<file path="config.mk">
export PLATFORM = sky130hd
export DESIGN_NAME = arbitro_relacoes
export DESIGN_NICKNAME = d
export VERILOG_FILES = /design/src/rtl/dsc_pkg.sv /design/src/rtl/rr_prioridade.sv /design/src/rtl/arbitro_relacoes.sv
export SDC_FILE = /design/constraint.sdc
export NUM_CORES = 1
export LEC_CHECK = 0
export ABC_AREA = 1
export CORE_AREA = 10 10 119 121
export DETAILED_ROUTE_END_ITERATION = 10
export DIE_AREA = 0 0 129 131
export DONT_BUFFER_PORTS = 1
export GPL_ROUTABILITY_DRIVEN = 0
export GPL_TIMING_DRIVEN = 0
export PLACE_DENSITY = 0.71
export SYNTH_ARGS = -nofsm -noshare
export SYNTH_HDL_FRONTEND = slang
export SYNTH_SLANG_ARGS = --single-unit
</file>
<file path="constraint.sdc">
create_clock -name clk -period 4.95 [get_ports clk]
set_input_delay 0.7425 -clock clk [delete_from_list [all_inputs] [get_ports clk]]
set_output_delay 0.7425 -clock clk [all_outputs]
set_load 0.005 [all_outputs]
</file>
<file path="src/rtl/dsc_pkg.sv">
`default_nettype none
// ============================================================================
// Module   : dsc_pkg
// Brief    : Shared widths, tag type and index helper for the path-search core.
// Revision : 1.0
// ============================================================================
package dsc_pkg;

  localparam int ADDR_WIDTH          = 10;
  localparam int CUSTO_WIDTH         = 3;
  localparam int MAX_VIZINHOS        = 8;
  localparam int RELACOES_DATA_WIDTH = MAX_VIZINHOS * (ADDR_WIDTH + CUSTO_WIDTH);
  localparam int NUM_NA              = 8;
  localparam int NA_ID_WIDTH         = $clog2(NUM_NA);

  typedef struct packed {
    logic                   valid;
    logic [NA_ID_WIDTH-1:0] id;
  } tag_t;

  // (base + off) mod n for base < n and off <= n, without relying on power-of-two wrap
  function automatic int wrap_add(input int base, input int off, input int n);
    int s;
    s = base + off;
    if (s >= n) s = s - n;
    return s;
  endfunction

endpackage
`default_nettype wire

</file>
<file path="src/rtl/rr_prioridade.sv">
`default_nettype none
// ============================================================================
// Module   : rr_prioridade
// Brief    : Combinational round-robin picker; searches ptr+1 .. ptr+N mod N.
// Revision : 1.0
// ============================================================================
module rr_prioridade #(
  parameter int N   = 8,
  parameter int IDW = $clog2(N)
) (
  input  logic [N-1:0]   req_i,
  input  logic [IDW-1:0] ptr_i,
  output logic [N-1:0]   gnt_o,
  output logic [IDW-1:0] id_o,
  output logic           any_gnt_o
);
  import dsc_pkg::*;

  int             idx;
  logic [IDW-1:0] idx_l;

  always_comb begin
    gnt_o     = '0;
    id_o      = '0;
    any_gnt_o = 1'b0;
    idx       = 0;
    idx_l     = '0;
    for (int k = 1; k <= N; k++) begin
      idx   = wrap_add(int'(ptr_i), k, N);
      idx_l = IDW'(idx);
      if (!any_gnt_o && req_i[idx_l]) begin
        gnt_o[idx_l] = 1'b1;
        id_o         = idx_l;
        any_gnt_o    = 1'b1;
      end
    end
  end

endmodule
`default_nettype wire

</file>
<file path="src/rtl/arbitro_relacoes.sv">
`default_nettype none
// ============================================================================
// Module   : arbitro_relacoes
// Brief    : Round-robin sharing of the relations-memory read port with tagged returns.
// Revision : 1.0
// ============================================================================
module arbitro_relacoes #(
  parameter int NUM_NA              = dsc_pkg::NUM_NA,
  parameter int ADDR_WIDTH          = dsc_pkg::ADDR_WIDTH,
  parameter int RELACOES_DATA_WIDTH = dsc_pkg::RELACOES_DATA_WIDTH,
  parameter int MEM_LATENCY         = 1
) (
  input  logic                             clk,
  input  logic                             rst,
  input  logic                             flush_in,
  input  logic [NUM_NA-1:0]                req_in,
  input  logic [NUM_NA*ADDR_WIDTH-1:0]     addr_in,
  output logic [NUM_NA-1:0]                gnt_out,
  output logic                             mem_rd_en_out,
  output logic [ADDR_WIDTH-1:0]            mem_addr_out,
  input  logic [RELACOES_DATA_WIDTH-1:0]   mem_data_in,
  output logic [NUM_NA-1:0]                rd_valid_out,
  output logic [RELACOES_DATA_WIDTH-1:0]   rd_data_out
);
  import dsc_pkg::*;

  localparam int             IDW     = $clog2(NUM_NA);
  localparam logic [IDW-1:0] PTR_RST = IDW'(NUM_NA - 1);

  typedef struct packed {
    logic           valid;
    logic [IDW-1:0] id;
  } stage_tag_t;

  logic [IDW-1:0]                 ptr_q, ptr_d;
  logic [NUM_NA-1:0]              req_eff, gnt;
  logic [IDW-1:0]                 win_id;
  logic                           any_gnt;
  stage_tag_t [MEM_LATENCY-1:0]   tag_q, tag_d;
  logic                           ret_fire;
  logic [NUM_NA-1:0]              rd_valid_q, rd_valid_d;
  logic [RELACOES_DATA_WIDTH-1:0] rd_data_q, rd_data_d;
  logic [ADDR_WIDTH-1:0]          addr_mux;

  // Reset and flush both mask requests so nothing is issued without a tag slot.
  assign req_eff = (rst || flush_in) ? '0 : req_in;

  rr_prioridade #(
    .N   (NUM_NA),
    .IDW (IDW)
  ) u_rr (
    .req_i     (req_eff),
    .ptr_i     (ptr_q),
    .gnt_o     (gnt),
    .id_o      (win_id),
    .any_gnt_o (any_gnt)
  );

  always_comb begin
    addr_mux = '0;
    for (int i = 0; i < NUM_NA; i++) begin
      if (gnt[i]) addr_mux = addr_in[i*ADDR_WIDTH +: ADDR_WIDTH];
    end
  end

  assign gnt_out       = gnt;
  assign mem_rd_en_out = any_gnt;
  assign mem_addr_out  = addr_mux;

  always_comb begin
    ptr_d = ptr_q;
    if (flush_in)     ptr_d = PTR_RST;
    else if (any_gnt) ptr_d = win_id;
  end

  always_comb begin
    tag_d = tag_q;
    for (int k = MEM_LATENCY - 1; k > 0; k--) begin
      tag_d[k] = tag_q[k-1];
    end
    tag_d[0].valid = any_gnt;
    tag_d[0].id    = win_id;
    if (flush_in) begin
      for (int k = 0; k < MEM_LATENCY; k++) tag_d[k].valid = 1'b0;
    end
  end

  assign ret_fire = tag_q[MEM_LATENCY-1].valid & ~flush_in;

  always_comb begin
    rd_valid_d = '0;
    rd_data_d  = rd_data_q;
    if (ret_fire) begin
      rd_valid_d = NUM_NA'(1) << tag_q[MEM_LATENCY-1].id;
      rd_data_d  = mem_data_in;
    end
  end

  always_ff @(posedge clk or posedge rst) begin
    if (rst) begin
      ptr_q      <= PTR_RST;
      tag_q      <= '0;
      rd_valid_q <= '0;
      rd_data_q  <= '0;
    end else begin
      ptr_q      <= ptr_d;
      tag_q      <= tag_d;
      rd_valid_q <= rd_valid_d;
      rd_data_q  <= rd_data_d;
    end
  end

  assign rd_valid_out = rd_valid_q;
  assign rd_data_out  = rd_data_q;

endmodule
`default_nettype wire

</file>
==> results_dict.tcl <==
set metrics [dict create \
    grt_max_degree 79 \
    place_area_sq_um 6750 \
    async_flop_share_pct 100 \
    vias_per_cell 5.51 \
    total_power_w 0.00620 \
    overflow 0 \
    first_iter_violations 437 \
    worstPathMaxFanout 19 \
    yosys_warnings 0 \
    finalCritPeriodShare_pct 94.5 \
    fmax_mhz 214 \
    hold_slack_ns 0.190 \
    die-area_sq_um 16900 \
    clock-root-buffer "clkbuf_16" \
    synth-seq-cells 119 \
    power_frac_seq_pct 21.5 \
    clock_latency_ns 0.40 \
    rsz0062_at_grt "false" \
    hold_viol 0 \
    hpwl_um 17600 \
    critical_path_required_ns 4.21 \
    antenna_cells 0 \
    setup.worst_path.class "reg -> out" \
    ant_nets 0 \
    cts_tree "yes" \
    place_ws_ns -0.125 \
    p_leak_nw 4.01 \
    finalWorstSetupSlack_ns 0.270 \
    syn_nets 1140 \
    drtPass1Iterations 5 \
    drc 0 \
    tightest_slew_ns 0.885 \
    synthCells 939 \
    io_buffers 0 \
    synth.distinct_cells 39 \
    clockBufferDepth 2 \
    h-tree-depth 4 \
    globalRouteTotalUtil_pct 25.1 \
    setup_violations 0 \
    clockPowerShare_pct 20.9 \
    hold_path.class "in -> async" \
    ctsHoldBuffers 0 \
    die_w_um 129 \
    synth_area_sq_um 6530 \
    io-pin-count 326 \
    relSlewSlack_pct 40.4 \
    finalMaxSlewViolations 0 \
    antenna_found_initial 0 \
    fin_crit_ns 4.68 \
    cp.arrival_ns 3.94 \
    die_y_um 131 \
    p_sw_share_pct 48.1 \
    synthFlopType "dfrtp_1" \
    cp-end-kind "primary output" \
    grt_first_pass_wirelength_um 33400 \
    synth_edf_count 0 \
    cts_sinks 119 \
    cts_buffers 17 \
    core-area_sq_um 11800 \
    syn_avg_cell_area_sq_um 6.96 \
    ys_seq_area_share_pct 45.7 \
    ff2ff_setup_slack_ns 1.60 \
    status "completed" \
    powerDensity_nw_per_um2 831 \
    fin_area_sq_um 7470 \
    p_comb_share_pct 57.6 \
    rr_worst_depth 16 \
    nNetsFinal 1163 \
    area_growth_pct 14.3 \
    startpoint_type "register" \
    path_clk_slew_ns 0.05 \
    rows 40 \
    grt_pass1_vias 6041 \
    initial_core_util_pct 55.3 \
    num_vias 6186 \
    power_switching_w 0.00298 \
    power.internal_w 0.00322 \
    clock_skew_ns 0.0127 \
    max-cap-violations 0 \
    drive_above_1_share_pct 9.74 \
    ir_drop_uv 885 \
    drt-total-wl_um 22200 \
    routedWlPerCell_um 19.8 \
]
cell usage in the layout (no fill, tap or decap), types with 9 or more instances in the layout:
cell,count
inv_1,47
clkbuf_16,17
nor2_1,55
nand3_1,60
a21oi_1,52
dfrtp_1,116
nand2_1,477
buf_2,9
buf_4,11
clkbuf_1,24
nor3_1,17
final cells by class:
class | instances | area, sq um
inverter | 59 | 235
multi-input combinational | 717 | 3160
fill | 1078 | 4340
buffer | 42 | 210
sequential | 119 | 2980
clock buffer | 24 | 492
timing repair buffer | 6 | 65.1
tap | 147 | 184
clock inverter | 8 | 143
power by group through the flow:
stage | clock, W | sequential (W) | combinational [W]
3_5_place_dp | 0 | 0.00134 | 0.00343
3_3_place_gp | 0 | 0.00134 | 0.00341
5_1_grt | 0.00136 | 0.00135 | 0.00404
2_1_floorplan | 0 | 0.00127 | 0.00267
4_1_cts | 0.00132 | 0.00133 | 0.00347
6_report | 0.00130 | 0.00133 | 0.00357
timing repair:
action | 4_1_cts | 5_1_grt
gates resized for setup | 5 | 12
cloned | 0 | 0
pin swaps | 0 | 3
buffers inserted | 0 | 5
endpoints found under the setup margin | 12 | 10
endpoints found under the hold margin | 0 | 0
worst max-delay path, stage by stage (launching register included):
cell	delay (ns)
dfstp_2	0.58
inv_2	0.07
buf_2	0.25
ha_4	0.21
or2_2	0.28
nand2_2	0.20
inv_1	0.20
nand3_1	0.12
nand2_1	0.07
nand3_2	0.15
inv_2	0.11
a21oi_1	0.15
o21ai_0	0.11
a21oi_1	0.13
o21ai_1	0.08
a21oi_1	0.13
o21ai_1	0.15
buf_4	0.21
a21oi_1	0.14
nand2_1	0.09
nand2_1	0.09
sequential cells by signal, summed over array words and instances (netlist names):
| signal | cells |
|---|---|
| rd_data_out | 104 |
| rd_valid_out | 8 |
| tag_q | 4 |
| ptr_q | 3 |
cell families (layout without fill, tap and decap cells):
family	count (synthesis)	in the layout	share of synthesized area, %
AND/OR/NAND/NOR	639	639	40.3
adder cells (fa/ha/maj)	6	6	1.15
flip-flops	119	119	45.7
AO/OA/AOI/OAI	72	72	6.17
buffers and inverters	103	139	6.70
synth_stat cells (all sizes together), types with 2 or more instances:
library cell	n	share of area [%]
o221ai	3	0.40
clkbuf	23	1.3
dfstp	3	1.2
nand2	481	28
o2111ai	2	0.27
nor3	19	1.7
dfrtp	116	44
a21oi	52	4.0
ha	6	1.1
a22oi	2	0.23
nor2	64	4.2
buf	21	1.9
nand3	66	5.4
nand4	5	0.71
or2	3	0.33
o41ai	2	0.27
o21ai	8	0.67
inv	58	3.4
stage by stage:
stage          util (%)  std cells  setup TNS, ns
2_1_floorplan         -        939              0
3_3_place_gp       56.9       1086         -13.73
3_5_place_dp       57.1       1087         -0.887
4_1_cts            62.7       1118              0
5_1_grt            63.2       1122              0
6_report           63.2       1122              0
layer usage:
metal	vias up	global-route usage, %	part of all wire [%]
met2	340	42.8	50
met5	-	0	0
met4	0	9.50	2.7
li1	3003	-	-
met1	2803	27.0	35
met3	40	11.2	13
path summary, 6_finish.rpt:
kind                                  from              end
max                               ptr_q[0]  mem_addr_out[2]
min                                    rst  rd_data_out[12]
max reg2reg                       ptr_q[0]         ptr_q[1]
min reg2reg                rd_data_out[18]  rd_data_out[18]
max in group asynchronous              rst  rd_data_out[51]
min in group clk           mem_data_in[22]  rd_data_out[22]
No activity file was read; power rests on OpenSTA's default activity.
